### config.mk
export PLATFORM = sky130hd
export DESIGN_NAME = heap_insert_stage
export DESIGN_NICKNAME = d
export VERILOG_FILES = /design/src/rtl/heap_pkg.sv /design/src/rtl/heap_insert_stage.sv
export SDC_FILE = /design/constraint.sdc
export NUM_CORES = 1
export LEC_CHECK = 0
export CAP_MARGIN = 10
export CORE_ASPECT_RATIO = 1.5
export CORE_MARGIN = 2
export CORE_UTILIZATION = 50
export CTS_BUF_LIST = sky130_fd_sc_hd__clkbuf_8
export CTS_CLUSTER_DIAMETER = 50
export DETAILED_ROUTE_END_ITERATION = 12
export GPL_TIMING_DRIVEN = 0
export PLACE_DENSITY = 0.95
export SLEW_MARGIN = 20
export SYNTH_ARGS = -nofsm -noshare
export SYNTH_HDL_FRONTEND = slang
export SYNTH_SLANG_ARGS = --single-unit
### constraint.sdc
create_clock -name clk -period 8.5 [get_ports clk]
set_clock_uncertainty 0.15 [all_clocks]
set_input_delay 1.7 -clock clk [delete_from_list [all_inputs] [get_ports clk]]
set_output_delay 1.7 -clock clk [all_outputs]
set_load 0.01 [all_outputs]
### src/rtl/heap_pkg.sv
// Shared types and compare helper for the pipelined heap sorter.
// Define HEAP_MAX_EN to build a max-heap; the default build is a min-heap.
package heap_pkg;

  typedef enum logic [1:0] {
    IDLE = 2'd0,
    READ = 2'd1,
    CMP  = 2'd2,
    SEND = 2'd3
  } heap_state_e;

  localparam int HEAP_DATA_WIDTH = 32;
  localparam int HEAP_ADDR_WIDTH = 5;
  localparam int HEAP_CMP_WIDTH  = 64;

  // True when key a must sit above key b in the heap; equal keys never reorder.
  function automatic logic heap_before(input logic [HEAP_CMP_WIDTH-1:0] a,
                                       input logic [HEAP_CMP_WIDTH-1:0] b);
`ifdef HEAP_MAX_EN
    return (a > b);
`else
    return (a < b);
`endif
  endfunction

endpackage

### src/rtl/heap_insert_stage.sv
// Per-level insertion engine: reads the resident node on RAM port A, keeps the winner
// and forwards the loser down the leaf path. HEAP_MAX_EN selects max-heap ordering.
module heap_insert_stage
  import heap_pkg::*;
#(
  parameter int DATA_WIDTH = HEAP_DATA_WIDTH,
  parameter int ADDR_WIDTH = HEAP_ADDR_WIDTH,
  parameter int LEVEL      = 1,
  parameter int PATH_WIDTH = 5
) (
  input  logic                    clk,
  input  logic                    rst_n,
  input  logic                    in_valid,
  output logic                    in_ready,
  input  logic [DATA_WIDTH-1:0]   in_data,
  input  logic [ADDR_WIDTH-1:0]   in_addr,
  input  logic [PATH_WIDTH-1:0]   in_path,
  output logic                    out_valid,
  input  logic                    out_ready,
  output logic [DATA_WIDTH-1:0]   out_data,
  output logic [ADDR_WIDTH-1:0]   out_addr,
  output logic [PATH_WIDTH-1:0]   out_path,
  output logic [ADDR_WIDTH-1:0]   ram_addr_a,
  output logic                    ram_we_a,
  output logic [DATA_WIDTH-1:0]   ram_data_a,
  input  logic [DATA_WIDTH-1:0]   ram_q_a,
  output logic [(1<<LEVEL)-1:0]   occupied
);

  localparam int              NODES     = 1 << LEVEL;
  localparam [ADDR_WIDTH-1:0] NODE_MASK = ADDR_WIDTH'(NODES - 1);

  heap_state_e             r_state, w_state_next;
  logic [DATA_WIDTH-1:0]   r_data;
  logic [ADDR_WIDTH-1:0]   r_addr;
  logic [PATH_WIDTH-1:0]   r_path;
  logic [ADDR_WIDTH-1:0]   r_ram_addr;
  logic                    r_out_valid;
  logic [DATA_WIDTH-1:0]   r_out_data;
  logic [ADDR_WIDTH-1:0]   r_out_addr;
  logic [PATH_WIDTH-1:0]   r_out_path;
  logic [NODES-1:0]        r_occupied;

  logic [NODES-1:0]        w_occ_onehot;
  logic                    w_occ_hit;
  logic                    w_we;
  logic                    w_fwd;
  logic                    w_set_occ;
  logic [DATA_WIDTH-1:0]   w_fwd_data;
  logic                    w_accept;

  assign w_accept   = (r_state == IDLE) && in_valid;
  assign in_ready   = (r_state == IDLE);
  assign out_valid  = r_out_valid;
  assign out_data   = r_out_data;
  assign out_addr   = r_out_addr;
  assign out_path   = r_out_path;
  assign ram_addr_a = r_ram_addr;
  assign ram_we_a   = w_we;
  assign ram_data_a = r_data;
  assign occupied   = r_occupied;

  // Node-flag lookup; index bits above LEVEL are masked off.
  always_comb begin
    w_occ_onehot = '0;
    for (int i = 0; i < NODES; i++) begin
      if ((r_addr & NODE_MASK) == ADDR_WIDTH'(i)) begin
        w_occ_onehot[i] = 1'b1;
      end else begin
        w_occ_onehot[i] = 1'b0;
      end
    end
    w_occ_hit = |(w_occ_onehot & r_occupied);
  end

  // State register.
  always_ff @(posedge clk or negedge rst_n) begin
    if (!rst_n) begin
      r_state <= IDLE;
    end else begin
      r_state <= w_state_next;
    end
  end

  // Next state plus the CMP-cycle write/forward decision.
  always_comb begin
    w_state_next = r_state;
    w_we         = 1'b0;
    w_fwd        = 1'b0;
    w_set_occ    = 1'b0;
    w_fwd_data   = r_data;
    case (r_state)
      IDLE: begin
        if (in_valid) begin
          w_state_next = READ;
        end else begin
          w_state_next = IDLE;
        end
      end
      READ: begin
        w_state_next = CMP;
      end
      CMP: begin
        if (!w_occ_hit) begin
          w_we         = 1'b1;
          w_set_occ    = 1'b1;
          w_state_next = IDLE;
        end else if (heap_before(HEAP_CMP_WIDTH'(r_data), HEAP_CMP_WIDTH'(ram_q_a))) begin
          w_we         = 1'b1;
          w_fwd        = 1'b1;
          w_fwd_data   = ram_q_a;
          w_state_next = SEND;
        end else begin
          w_fwd        = 1'b1;
          w_state_next = SEND;
        end
      end
      SEND: begin
        if (out_ready) begin
          w_state_next = IDLE;
        end else begin
          w_state_next = SEND;
        end
      end
      default: begin
        w_state_next = IDLE;
      end
    endcase
  end

  // Token latch; the RAM address is held from READ through CMP.
  always_ff @(posedge clk or negedge rst_n) begin
    if (!rst_n) begin
      r_data     <= '0;
      r_addr     <= '0;
      r_path     <= '0;
      r_ram_addr <= '0;
    end else if (w_accept) begin
      r_data     <= in_data;
      r_addr     <= in_addr;
      r_path     <= in_path;
      r_ram_addr <= in_addr;
    end
  end

  // Outgoing token: child index takes the next path bit, path shifts up.
  always_ff @(posedge clk or negedge rst_n) begin
    if (!rst_n) begin
      r_out_valid <= 1'b0;
      r_out_data  <= '0;
      r_out_addr  <= '0;
      r_out_path  <= '0;
    end else if (w_fwd) begin
      r_out_valid <= 1'b1;
      r_out_data  <= w_fwd_data;
      r_out_addr  <= {r_addr[ADDR_WIDTH-2:0], r_path[PATH_WIDTH-1]};
      r_out_path  <= {r_path[PATH_WIDTH-2:0], 1'b0};
    end else if ((r_state == SEND) && out_ready) begin
      r_out_valid <= 1'b0;
    end
  end

  // Per-node valid flags; only a write into an empty node sets one.
  always_ff @(posedge clk or negedge rst_n) begin
    if (!rst_n) begin
      r_occupied <= '0;
    end else if (w_set_occ) begin
      r_occupied <= r_occupied | w_occ_onehot;
    end
  end

endmodule

### Word-level counts from Yosys, hierarchy flattened

Cells that the tools add are included.

* output and inout port bits: 84
* register bits: 88
* input port bits: 78

* order comparisons: 1
* bitwise gates (word level): 2
* reductions and logical operators: 6
* equal/unequal tests: 3
* multiplexer cells: 18

Operators with widths (count)
* 2-to-1 mux 32 bit: 3
* < comparator 32 bit: 1
* 2-to-1 mux 1 bit: 12
* one-hot mux 2 bit (4 select lines): 1
* zero test 5 bit: 1
* equality test 2 bit, second input constant: 2
* 2-to-1 mux 2 bit: 2
* bitwise AND 2 bit: 1
* equality test 2 x 1 -> 1 bit, second input constant: 1
* logical AND 1 bit: 2
* zero test 2 bit: 1
* OR 2 bit: 1
* nonzero test 2 bit: 1
* OR reduction 2 bit: 1

### Longest topological paths before layout

Gate-level depths: netlist of the first run.

* depth after elaboration: 7
* gate-level depth with buffers: 11

### Worst setup path after synthesis of the first run

Ideal clock, no wire load.

* path kind: input port to output port
* start: input ram_q_a[17]
* end: output ram_we_a
* cell stages on the path: 11
* arrival time: 3.388 ns
* setup slack: 3.262 ns
* cell sequence: inv_1 -> ha_1 -> a21o_1 -> nand3_1 -> a2111oi_0 -> a2111oi_1 -> nor2b_1 -> buf_4 -> buf_2 -> nand2_1 -> a21oi_1

* word-level cells in the longest chain between the ends: 4

RTL lines
* start, declared: RTL line heap_insert_stage.sv:26 `input logic [DATA_WIDTH-1:0] ram_q_a,`
* < comparator 32 bit: RTL line heap_pkg.sv:22 `return (a < b);`
* 2-to-1 mux 1 bit: RTL line heap_insert_stage.sv:108 `end else if (heap_before(HEAP_CMP_WIDTH'(r_data), HEAP_CMP_WIDTH'(ram_q_a))) begin`
* 2-to-1 mux 1 bit: RTL line heap_insert_stage.sv:104 `if (!w_occ_hit) begin`
* 2-to-1 mux 1 bit: RTL line heap_insert_stage.sv:92 `case (r_state)`
* end, declared: RTL line heap_insert_stage.sv:24 `output logic ram_we_a,`

Every way passes these cells.

### Worst setup path after layout of the first run

Ends and elaborated chain as after synthesis.

==> results of run 1 <==
[logic make-up after synthesis]
| kind of cell | synth area share |
|---|---|
| other | 0.000819 |
| flip-flops | 0.481 |
| AND/OR/NAND/NOR | 0.0836 |
| adder cells (fa/ha/maj) | 0.0847 |
| buffers and inverters | 0.0814 |
| multiplexers | 0.106 |
| AO/OA/AOI/OAI | 0.163 |
[flip-flops by register name, summed over array words and instances (netlist names)]
signal and cells:
occupied 2, out_valid 1, r_state 2, out_addr 5, out_data 32, ram_data_a 32
ram_addr_a 5, r_path 5, out_path 4
[worst min-delay path by stage]
stage,startpoint,endpoint,slack [ps],depth (start not counted)
6_report,r_path[1],out_path[2],330,2
5_1_grt,r_path[0],out_path[1],350,2
4_1_cts,r_path[0],out_path[1],330,2
3_5_place_dp,r_path[0],out_path[1],310,2
3_3_place_gp,r_path[1],out_path[2],290,2
2_1_floorplan,r_path[4],out_addr[0],280,2
[area by class of cell]
class / instances / area share
sequential: 88 / 0.334
timing repair buffer: 161 / 0.247
clock buffer: 9 / 0.0188
multi-input combinational: 296 / 0.304
inverter: 31 / 0.0177
buffer: 28 / 0.0389
tap: 110 / 0.0209
clock inverter: 7 / 0.0182
[stage by stage]
stage	power (W)	util	cell area [µm²]	instances
final	0.00254	0.742	6590	730
after global routing	0.00270	0.742	6590	730
after CTS	0.00254	0.742	6590	730
after detailed placement	0.00218	0.714	6340	714
after global placement	0.00210	0.711	6320	713
after floorplan	0.00152	-	4580	443
[power by group through the flow]
stage	clock network (W)	logic, W	registers, W
floorplan	0	0.000654	0.000864
global placement	0	0.00131	0.000797
detailed placement	0	0.00137	0.000814
CTS	0.000357	0.00138	0.000805
global route	0.000373	0.00149	0.000832
finish	0.000356	0.00138	0.000808
[critical path, stage by stage]
cell and delay [ps]:
clkdlybuf4s50_1 500, inv_1 70, ha_1 310, a21o_1 190, nand3_1 70, a2111oi_0 100, a2111oi_1 410, nor2b_1 180
buf_4 150, buf_2 230, nand2_1 100, a21oi_1 190, clkdlybuf4s50_1 560
[cell usage in the layout (no fill, tap or decap), types with 3 or more instances in the layout]
master,synthesis,layout
a21oi_1,48,48
nor2_1,37,37
mux2_2,43,43
bufbuf_8,3,3
clkbuf_8,0,9
a31oi_1,33,33
o21ai_1,30,30
clkdlybuf4s50_1,0,159
a21o_1,6,6
bufinv_16,0,3
buf_6,8,8
nand3_1,5,5
nand2_1,35,35
ha_1,31,31
buf_4,2,3
nand4_1,6,6
dfrtp_1,88,88
dlygate4sd1_1,6,6
inv_1,31,31
o21ai_0,5,5
buf_2,7,7
[layer usage]
| metal | GRT usage | vias to the layer above | part of all wire |
|---|---|---|---|
| met1 | 0.307 | 2044 | 0.36 |
| li1 | - | 1902 | - |
| met3 | 0.0365 | 63 | 0.055 |
| met4 | 0.189 | 0 | 0.054 |
| met2 | 0.477 | 212 | 0.53 |
| met5 | 0 | - | 0 |
==> metrics.md, run 1 <==
| Metric | Value |
|---|---|
| Status | `finished clean` |
| Slew margin rel. | `0.606` |
| Post-synth cell types | `33` |
| Vias in the first global route | `4411` |
| Pwr/cell area | `386 nW/µm²` |
| Area contributors post-synth | `dfrtp_1, mux2_2, ha_1, a21oi_1, a31oi_1` |
| FMAX | `151 MHz` |
| Die width | `82.1 µm` |
| Max-slew violation count | `0` |
| Total core area | `8880 µm²` |
| Fin worst setup slack | `1870 ps` |
| Initial DRC count | `345` |
| GP Congestion | `0.796` |
| Routed Wire Length | `13300 µm` |
| Clk_lat worst skew | `370 ps` |
| Synth top area share | `0.481` |
| Cell count of the worst reg-to-reg path | `9` |
| EDFF count, synth | `0` |
| Critical Path AT | `4780 ps` |
| Largest area contributor in the netlist | `dfrtp_1` |
| Sw frac | `0.388` |
| Port-buffer cells | `160` |
| Synth Cell Area | `4580 µm²` |
| CP endpoint kind | `output port` |
| DRT Pass-1 Iters | `7` |
| CTS root buf | `clkbuf_8` |
| Crit. Startpoint | `ram_q_a[17]` |
| First-pass GRT wire length | `20900 µm` |
| Initial Utilization | `0.516` |
| IO Pins | `162` |
| N_diodes | `0` |
| Avg Cell Area, Syn | `10.3 µm²` |
| Post-route DRC | `0` |
| RSZ-0062 raised after global routing | `false` |
| Mapped Nets | `552` |
| Max-cap violations | `0` |
| H-tree levels | `3` |
| Internal power | `0.00156 W` |
| Post-Place Worst Slack | `1980 ps` |
| Die ar. | `9960 µm²` |
| Peak supply drop | `0.000229 V` |
| Cells after Synth | `443` |
| Post-synth ARST share | `1.00` |
| CTS buffer count | `9` |
| Routed Antenna Nets | `0` |
| Largest net degree at the start of global routing | `58` |
| Area of the multi-input gates | `2000 µm²` |
| Seq cells post-synth | `88` |
| Clock Path Buffers | `2` |
| Hold Buf Count CTS | `0` |
| Layout Nets | `724` |
| Area Growth Syn to Fin | `43.9%` |
| Fillers | `610` |
| Crit Reg-Reg Endpoint | `out_data[5]` |
| Detail Placement HPWL | `9990 µm` |
| Clk pwr share | `0.140` |
| Via count | `4221` |
| Row cnt | `42` |
| Final Hold Viols | `0` |
| Most frequent cells after synthesis | `dfrtp_1, a21oi_1, mux2_2` |
| Initial antenna violation count | `0` |
| Fin crit share | `0.779` |
| Die Span Y | `121 µm` |
| Min Tclk post-route | `6630 ps` |
| CTS sink count | `88` |
| Required time of the critical path | `6650 ps` |
| Worst r2r src | `ram_data_a[31]` |
| Worst-path clk slew | `90 ps` |
| Worst min path class | `register to register` |
| Sw Pwr | `0.000987 W` |
| Pleak | `2.92 nW` |
| Syn. warnings | `0` |
| CTS tree | `yes` |
| Drt wl/cell | `18.3 µm` |
| Worst hold slack | `331 ps` |
| Layout cell share with drive strength beyond 1 | `0.135` |
| Seq/Total Area, Yosys | `0.481` |
| Crit start category | `input pin` |
| Worst Setup EP | `ram_we_a` |
| # setup viols final | `0` |
| Top_reg_cell synth | `dfrtp_1` |
| Postcts setup bufs | `0` |
| Setup TNS | `0 ps` |
| R2R setup slack | `5700 ps` |
| Count leader, synth | `dfrtp_1` |
| Post-DR vias/cell | `5.78` |
| Reg power frac | `0.318` |
| Comb power frac | `0.542` |
| CTS resizes | `0` |
| CP Max Fanout | `10` |
| Critical path class | `input pin to output port` |
| Slew @ Worst Pin | `591 ps` |
| GRT Total Usage | `0.277` |
| Register area | `2200 µm²` |
| Grt total ovfl | `0` |
Power figures use the tool's default switching activity.
==> inputs of run 2 (changes only) <==
--- a/config.mk
+++ b/config.mk
@@ -8,12 +8,12 @@
 export CAP_MARGIN = 10
 export CORE_ASPECT_RATIO = 1.5
 export CORE_MARGIN = 2
-export CORE_UTILIZATION = 50
+export CORE_UTILIZATION = 42
 export CTS_BUF_LIST = sky130_fd_sc_hd__clkbuf_8
 export CTS_CLUSTER_DIAMETER = 50
 export DETAILED_ROUTE_END_ITERATION = 12
 export GPL_TIMING_DRIVEN = 0
-export PLACE_DENSITY = 0.95
+export PLACE_DENSITY = 0.9
 export SLEW_MARGIN = 20
 export SYNTH_ARGS = -nofsm -noshare
 export SYNTH_HDL_FRONTEND = slang
==> constraint.sdc (replaced) <==
create_clock -name clk -period 5.93 [get_ports clk]
set_clock_uncertainty 0.15 [all_clocks]
set_input_delay 1.186 -clock clk [delete_from_list [all_inputs] [get_ports clk]]
set_output_delay 1.186 -clock clk [all_outputs]
set_load 0.01 [all_outputs]
==> run 2 against run 1 <==
Power rose by 39%. Combinational power is 42% higher. Critical path type unchanged. Via count decreased by 1.6%. Sequential power increased by 42%. Routed wire length is essentially flat. Critical path depth unchanged. Setup slack got worse by 1500 ps. Core utilization fell by 12 points. Highest routed layer unchanged. Sequential share of layout area is essentially flat.
==> metrics.md, run 2 (synthesis results as in run 1) <==
| Metric | Value |
|---|---|
| FMAX | `182 MHz` |
| Commonest non-fill, non-tap cell in the layout | `clkdlybuf4s50_1` |
| Crit start category | `input pin` |
| Worst path buffer plus inverter count | `5` |
| Min Tclk post-route | `5510 ps` |
| Die ar. | `11800 µm²` |
| Comb power frac | `0.555` |
| CTS sink count | `88` |
| Worst min path class | `register to register` |
| Crit path cell chain | `clkdlybuf4s50_1, inv_1, ha_1, a21o_1, nand3_1, a2111oi_0, a2111oi_1, nor2b_1, buf_4, buf_2, nand2_1, a21oi_1, clkdlybuf4s50_1` |
| Sw Pwr | `0.00140 W` |
| H-tree levels | `3` |
| Drt wl/cell | `17.4 µm` |
| Peak supply drop | `0.000238 V` |
| Critical path class | `input pin to output port` |
| Clk pwr share | `0.120` |
| Slew @ Worst Pin | `585 ps` |
| Clock Path Buffers | `2` |
| GRT Total Usage | `0.237` |
| CTS resizes | `0` |
| Row cnt | `46` |
| Worst-path clk slew | `90 ps` |
| Clk_lat worst skew | `370 ps` |
| Critical Path AT | `4170 ps` |
| Pleak | `2.90 nW` |
| Most frequent cells in the layout | `clkdlybuf4s50_1, dfrtp_1, a21oi_1` |
| Layout Nets | `724` |
| CTS buffer count | `9` |
| CTS tree | `yes` |
| Crit-path slowest cell | `clkdlybuf4s50_1` |
| Post-route DRC | `0` |
| Hold Buf Count CTS | `0` |
| Max-slew violation count | `0` |
| Die Span Y | `132 µm` |
| DRT Pass-1 Iters | `5` |
| Post-Place Worst Slack | `437 ps` |
| Most common cell on crit path | `clkdlybuf4s50_1` |
| Vias in the first global route | `4561` |
| Initial DRC count | `235` |
| CTS root buf | `clkbuf_8` |
| RSZ-0062 raised after global routing | `false` |
| Fillers | `875` |
| IO Pins | `162` |
| Routed Antenna Nets | `0` |
| Status | `finished clean` |
| GP Congestion | `0.791` |
| Layout cell share with drive strength beyond 1 | `0.135` |
| Detail Placement HPWL | `10100 µm` |
| Via count | `4154` |
| Utilization after layout | `0.622` |
| CP endpoint kind | `output port` |
| Max stage delay on crit path | `560 ps` |
| Grt total ovfl | `0` |
| Internal power | `0.00214 W` |
| Largest net degree at the start of global routing | `55` |
| Final Hold Viols | `0` |
| Area Growth Syn to Fin | `43.7%` |
| Initial antenna violation count | `0` |
| Port-buffer cells | `160` |
| Fin worst setup slack | `424 ps` |
| Routed Wire Length | `13300 µm` |
| Reg power frac | `0.325` |
| First-pass GRT wire length | `21900 µm` |
| Post-DR vias/cell | `5.44` |
| Max-cap violations | `0` |
| PnR Total Power | `0.00354 W` |
| Slew margin rel. | `0.600` |
| # setup viols final | `0` |
| Worst hold slack | `326 ps` |
| Setup TNS | `0 ps` |
| Initial Utilization | `0.432` |
| Total core area | `10600 µm²` |
| Sw frac | `0.395` |
| CP Max Fanout | `10` |
| Fin crit share | `0.929` |
| Required time of the critical path | `4590 ps` |
| Pwr/cell area | `538 nW/µm²` |
| N_diodes | `0` |
| Die width | `89.3 µm` |
| Top cell family by delay on the critical path | `buffers and inverters` |
| Postcts setup bufs | `0` |
==> run 2: cell types whose count changed in the layout (fill, tap and decap cells not counted), sizes merged <==
cell and delta:
bufinv -2, clkinv +1, clkinvlp +1
==> run 2: final timing paths <==
path | from | to | slack (ps) | cells after the start
max | ram_q_a[17] | ram_we_a | 420 | 13
max reg2reg | ram_data_a[31] | out_data[6] | 3100 | 9
min in group asynchronous | rst_n | ram_data_a[24] | 610 | 1
min | r_path[3] | out_path[4] | 330 | 2
max in group asynchronous | rst_n | ram_data_a[0] | 4370 | 2
min reg2reg | r_path[3] | out_path[4] | 330 | 2
==> run 2: area by class of cell <==
type,count,area (µm²),share of cell area
Clock inverter,7,72.6,0.0110
Buffer,28,256,0.0390
Timing Repair Buffer,161,1630,0.247
Clock buffer,9,124,0.0188
Inverter,31,116,0.0177
Tap cell,144,180,0.0274
Multi-Input combinational cell,296,2000,0.305
Sequential cell,88,2200,0.335
==> run 2: through the flow <==
stage | area (µm²) | std cells
floorplan | 4580 | 443
global placement | 6360 | 747
detailed placement | 6390 | 748
CTS | 6580 | 764
global route | 6580 | 764
finish | 6580 | 764
==> run 2: routing by layer <==
layer	share of wire	vias to the layer above	GRT usage
li1	-	1904	-
met1	0.36	2013	0.264
met2	0.54	201	0.416
met3	0.061	36	0.0420
met4	0.035	0	0.120
met5	0	-	0
==> run 2: worst register-to-register path: cells and delay by family (launching register included) <==
kind,cells,cell delay [ps]
AOI/OAI and AO/OA,4,1050
adders and majority gates,1,330
buffers and inverters,2,370
DFF,1,440
and+or+nand+nor,2,390
==> run 2: power by group through the flow <==
stage	registers [W]	clock network [W]	logic, W
2_1_floorplan	0.00124	0	0.000937
3_3_place_gp	0.00114	0	0.00189
4_1_cts	0.00115	0.000434	0.00198
5_1_grt	0.00119	0.000457	0.00214
6_report	0.00115	0.000426	0.00196
3_5_place_dp	0.00116	0	0.00196
==> RTL edit 1 (settings of run 2) <==
Change the parameter `PATH_WIDTH` from 5 to 6.
--- a/src/rtl/heap_insert_stage.sv
+++ b/src/rtl/heap_insert_stage.sv
@@ -6,7 +6,7 @@
   parameter int DATA_WIDTH = HEAP_DATA_WIDTH,
   parameter int ADDR_WIDTH = HEAP_ADDR_WIDTH,
   parameter int LEVEL      = 1,
-  parameter int PATH_WIDTH = 5
+  parameter int PATH_WIDTH = 6
 ) (
   input  logic                    clk,
   input  logic                    rst_n,
Ports: changed (resized in_path and out_path); port bits go from 162 to 164. No check against the original RTL was run, so the function may have changed too.
==> RTL edit 1 against run 2 <==
Register-to-register slack improved by 100 ps. Wire length rose by 2.1%. Count of clock-buffer cells in the layout did not move. Largest cell class unchanged. Power rose by 0.53%. Setup slack got worse by 73 ps. Critical path type unchanged. Core utilization rose by 0.13 points. Synthesized area did not move. Non-clock buffer count rose by 2. Sequential cell count rose by 2. Cell area rose by 0.21%.
==> RTL edit 1: results (changes against run 2) <==
outcome -> complete, no violations
Cell variety after synth -> 34 (+3.0%)
reg2reg end -> out_data[12]
Avg WL per Cell -> 17.6 µm (+1.1%)
syn_area_per_cell -> 10.2 µm² (-1.3%)
minimum hold slack -> 337 ps (+10.8 ps)
top cells by area, synth -> dfrtp_1, mux2_2, ha_1
Synthesized Nets -> 559 (+1.3%)
Clock transition at path regs -> 110 ps (+20 ps)
post-place setup slack -> 381 ps (-56.4 ps)
clock share of power -> 11.7% (-0.3 points)
first-pass GRT wire length -> 21.6 mm (-1.3%)
sequential cell area fraction in the yosys report -> 49.2% (+1.1 points)
most frequent cells after synthesis -> dfrtp_1, a21oi_1, mux2_2, nand2_1, nor2_1
layout cell share with drive strength beyond 1 -> 13.2% (-0.33 points)
met1 Use GR -> 27.3% (+0.85 points)
Non-clock buffering overhead -> 27.5% (-1.1 points)
fin nets -> 733 (+1.2%)
clock sink count -> 90 (+2.3%)
Routed Wire Length -> 13.6 mm (+2.1%)
met3 Use GR -> 4.88% (+0.69 points)
Met1 Wirelength -> 5.22 mm (+8.6%)
routing usage on met2 -> 41.6% (about the same)
vias in the first global route -> 4456 (-2.3%)
Post-Place Cells -> 756 (+1.1%)
total power -> 3.56 mW (+0.53%)
PD cells -> 539 nW/µm² (+0.32%)
Final HPWL DP -> 10.3 mm (+2.1%)
#MultiIn Comb -> 300 (+1.4%)
filler instances -> 885 (+1.1%)
initial drt markers -> 158 (-33%)
TritonRoute pass-1 iters -> 4 (-1)
NetSw -> 1.45 mW (+3.5%)
I/O Buffers -> 162 (+1.3%)
via count -> 4129 (-0.60%)
Routability Congestion -> 0.811 (+2.5%)
mux share of post-synthesis cell area -> 10.8% (+0.25 points)
GRT Util Overall -> 23.5% (-0.14 points)
Leak Pwr -> 2.89 nW (-0.15%)
Non-clk bufs -> 191 (+1.1%)
RTL edit 1: cell count changes in the layout (fill, tap and decap cells not counted), sizes merged, moves of 3 or more:
cell	delta
dlygate4sd1	-6
clkbuf	+9
nand2	+3
inv	+5
bufbuf	-3
RTL edit 1: worst max path at each step:
stage / depth (start not counted) / slack, ps / from / end
2_1_floorplan: 11 / 1710 / ram_q_a[17] / ram_we_a
3_3_place_gp: 1 / 390 / rst_n / ram_data_a[25]
3_5_place_dp: 13 / 380 / ram_q_a[17] / ram_we_a
4_1_cts: 13 / 320 / ram_q_a[17] / ram_we_a
5_1_grt: 13 / 150 / ram_q_a[17] / ram_we_a
6_report: 13 / 350 / ram_q_a[17] / ram_we_a
RTL edit 1: worst max-delay path, cell delays in order:
cell and delay, ps:
clkdlybuf4s50_1 510, inv_1 60, ha_1 290, a21o_1 190, nand3_1 80, a2111oi_0 110
a2111oi_1 380, nor2b_1 170, buf_2 170, buf_2 240, nand2_1 100, a21oi_1 180
clkdlybuf4s50_1 580
==> RTL edit 2 (flow settings as in run 2) <==
Without the edit above. Make the reset (`rst_n`) synchronous in 4 clocked blocks.
--- a/src/rtl/heap_insert_stage.sv
+++ b/src/rtl/heap_insert_stage.sv
@@ -74,7 +74,7 @@
   end
 
   // State register.
-  always_ff @(posedge clk or negedge rst_n) begin
+  always_ff @(posedge clk) begin
     if (!rst_n) begin
       r_state <= IDLE;
     end else begin
@@ -129,7 +129,7 @@
   end
 
   // Token latch; the RAM address is held from READ through CMP.
-  always_ff @(posedge clk or negedge rst_n) begin
+  always_ff @(posedge clk) begin
     if (!rst_n) begin
       r_data     <= '0;
       r_addr     <= '0;
@@ -144,7 +144,7 @@
   end
 
   // Outgoing token: child index takes the next path bit, path shifts up.
-  always_ff @(posedge clk or negedge rst_n) begin
+  always_ff @(posedge clk) begin
     if (!rst_n) begin
       r_out_valid <= 1'b0;
       r_out_data  <= '0;
@@ -161,7 +161,7 @@
   end
 
   // Per-node valid flags; only a write into an empty node sets one.
-  always_ff @(posedge clk or negedge rst_n) begin
+  always_ff @(posedge clk) begin
     if (!rst_n) begin
       r_occupied <= '0;
     end else if (w_set_occ) begin
Formal check against the unedited RTL: differs if rst_n is asserted again (counterexample within 4 cycles, from zero or initial values and one cycle with rst_n low); with rst_n held inactive, the same outputs for 10 cycles.
==> RTL edit 2 against run 2 <==
Sequential cell count is the same. Via count is 18% higher. Die area rose by 0.43%. Cell area grew 1.3%. Setup slack worse by 190 ps. Synthesized area increased by 0.44%. Wire length grew 14%.
Power is not compared: it rests on default switching activity, and its combinational part moved more than twofold at a synthesized area within 25%.
==> RTL edit 2: results (changes against run 2) <==
final-report hold violation count -> 0 (unchanged)
via count -> 4912 (+18%)
filler instances -> 871 (-0.46%)
worst r2r src -> ram_data_a[17]
largest net degree at the start of global routing -> 16 (-71%)
Post-Place Cells -> 858 (+15%)
fmax -> 175 MHz (-3.4%)
fin nets -> 834 (+15%)
Final HPWL DP -> 11.4 mm (+13%)
I/O Buffers -> 159 (-0.63%)
Relative slew margins -> 45.3% (-15 points)
CTS Buffer Depth -> 2 (unchanged)
switching share of power -> 25.2%
Routability Congestion -> 0.924 (+17%)
R2R setup slack -> 3260 ps (+160 ps)
hold crit path type -> reg2reg
Ys Warns -> 0 (unchanged)
R2R cell count -> 8 (-1)
worst setup path endpoint -> ram_we_a
CP startpoint -> ram_q_a[17]
Clock Tree Root -> clkbuf_8
CP peak stage delay -> 580 ps (+20 ps)
reg2reg end -> out_data[21]
post-place setup slack -> 25.7 ps (-412 ps)
Avg WL per Cell -> 17.3 µm (-0.55%)
layout cell share with drive strength beyond 1 -> 5.34% (-8.2 points)
TritonRoute pass-1 iters -> 5 (unchanged)
antenna violations before repair -> 0 (unchanged)
sequential cell area fraction in the yosys report -> 38.3% (-9.8 points)
outcome -> complete, no violations
syn_area_per_cell -> 8.29 µm² (-20%)
post-synthesis async set-or-reset flop share -> 0% (-100 points)
most frequent cells after synthesis -> nand2_1, dfxtp_1, a21boi_0, nand4_1, o21ai_0
CP Data Arrival Time -> 4360 ps (+190 ps)
first-pass GRT wire length -> 23.4 mm (+7.1%)
Post-Layout Cell Count -> 874 (+14%)
top cells by area, synth -> dfxtp_1, nand2_1, a21boi_0
peak supply drop -> 0.000158 V
Cell variety after synth -> 38 (+15%)
initial drt markers -> 314 (+34%)
Clock Latency Late Sink -> 380 ps
Synthesized Nets -> 664 (+20%)
GRT Util Overall -> 25.2% (+1.6 points)
-- RTL edit 2: changes by cell type after synthesis, sizes merged, moves of 34 or more --
| cell | run 2 | this run |
|---|---|---|
| nor2 | 37 | 2 |
| o31ai | 0 | 34 |
| clkbuf | 2 | 36 |
| dfrtp | 88 | 0 |
| nand2 | 36 | 112 |
| a21boi | 0 | 52 |
| mux2 | 43 | 1 |
| dfxtp | 0 | 88 |
-- RTL edit 2: how the worst min path moves through the flow --
stage	slack (ps)	from	cells after the start	to
2_1_floorplan	290	r_path[4]	2	out_addr[0]
3_5_place_dp	310	r_path[1]	2	out_path[2]
5_1_grt	340	r_path[1]	2	out_path[2]
4_1_cts	320	r_path[1]	2	out_path[2]
3_3_place_gp	300	r_path[0]	2	out_path[1]
6_report	320	r_path[0]	2	out_path[1]
-- RTL edit 2: layout make-up --
class	instances	area (µm²)	share of cell area, %
multi-input cells	387	2470	37.0
flip-flops and latches	88	1760	26.4
repair buffers	159	1590	23.9
plain buffers	48	255	3.83
well taps	144	180	2.70
clock inverters	7	168	2.51
clock buffers	9	124	1.86
inverters	32	120	1.80
-- RTL edit 2: tightest hold or removal path, stage by stage (launching register included) --
cell and delay [ps]:
dfxtp_1 320, nand2_1 50, a21boi_0 60
-- RTL edit 2: what timing repair did --
item	in CTS	in global routing
resized for setup	0	1
endpoints found under the setup margin	0	1
hold buffers	0	0
-- RTL edit 2: power groups by stage --
stage | Combinational, mW | Sequential, mW | Clock (mW)
after floorplan | 0.112 | 0.651 | 0
after global placement | 0.240 | 0.648 | 0
after detailed placement | 0.248 | 0.649 | 0
after CTS | 0.251 | 0.635 | 0.595
after global routing | 0.275 | 0.638 | 0.617
final | 0.252 | 0.636 | 0.595
-- RTL edit 2: cell families (layout without fill, tap and decap cells) --
group	Yosys count	in the layout	share of synthesized area, %
AO/OA/AOI/OAI	186	186	28.0
adder cells (fa/ha/maj)	31	31	8.43
buffers and inverters	80	255	8.16
flip-flops	88	88	38.3
multiplexers	1	1	0.245
other	1	1	0.0815
AND/OR/NAND/NOR	168	168	16.8
-- RTL edit 2: through the flow --
| step | area [µm²] | utilization [%] |
|---|---|---|
| finish | 6670 | 62.6 |
| global route | 6670 | 62.6 |
| CTS | 6660 | 62.6 |
| detailed placement | 6370 | 59.8 |
| global placement | 6370 | 59.8 |
| floorplan | 4600 | - |
-- RTL edit 2: per-layer routing --
metal / part of all wire, % / wire length (µm) / GRT usage [%]
met1: 37 / 5610 / 28.2
met2: 53 / 7950 / 44.1
met3: 6.3 / 947 / 4.45
met4: 4.2 / 632 / 13.2
met5: 0 / 0 / 0
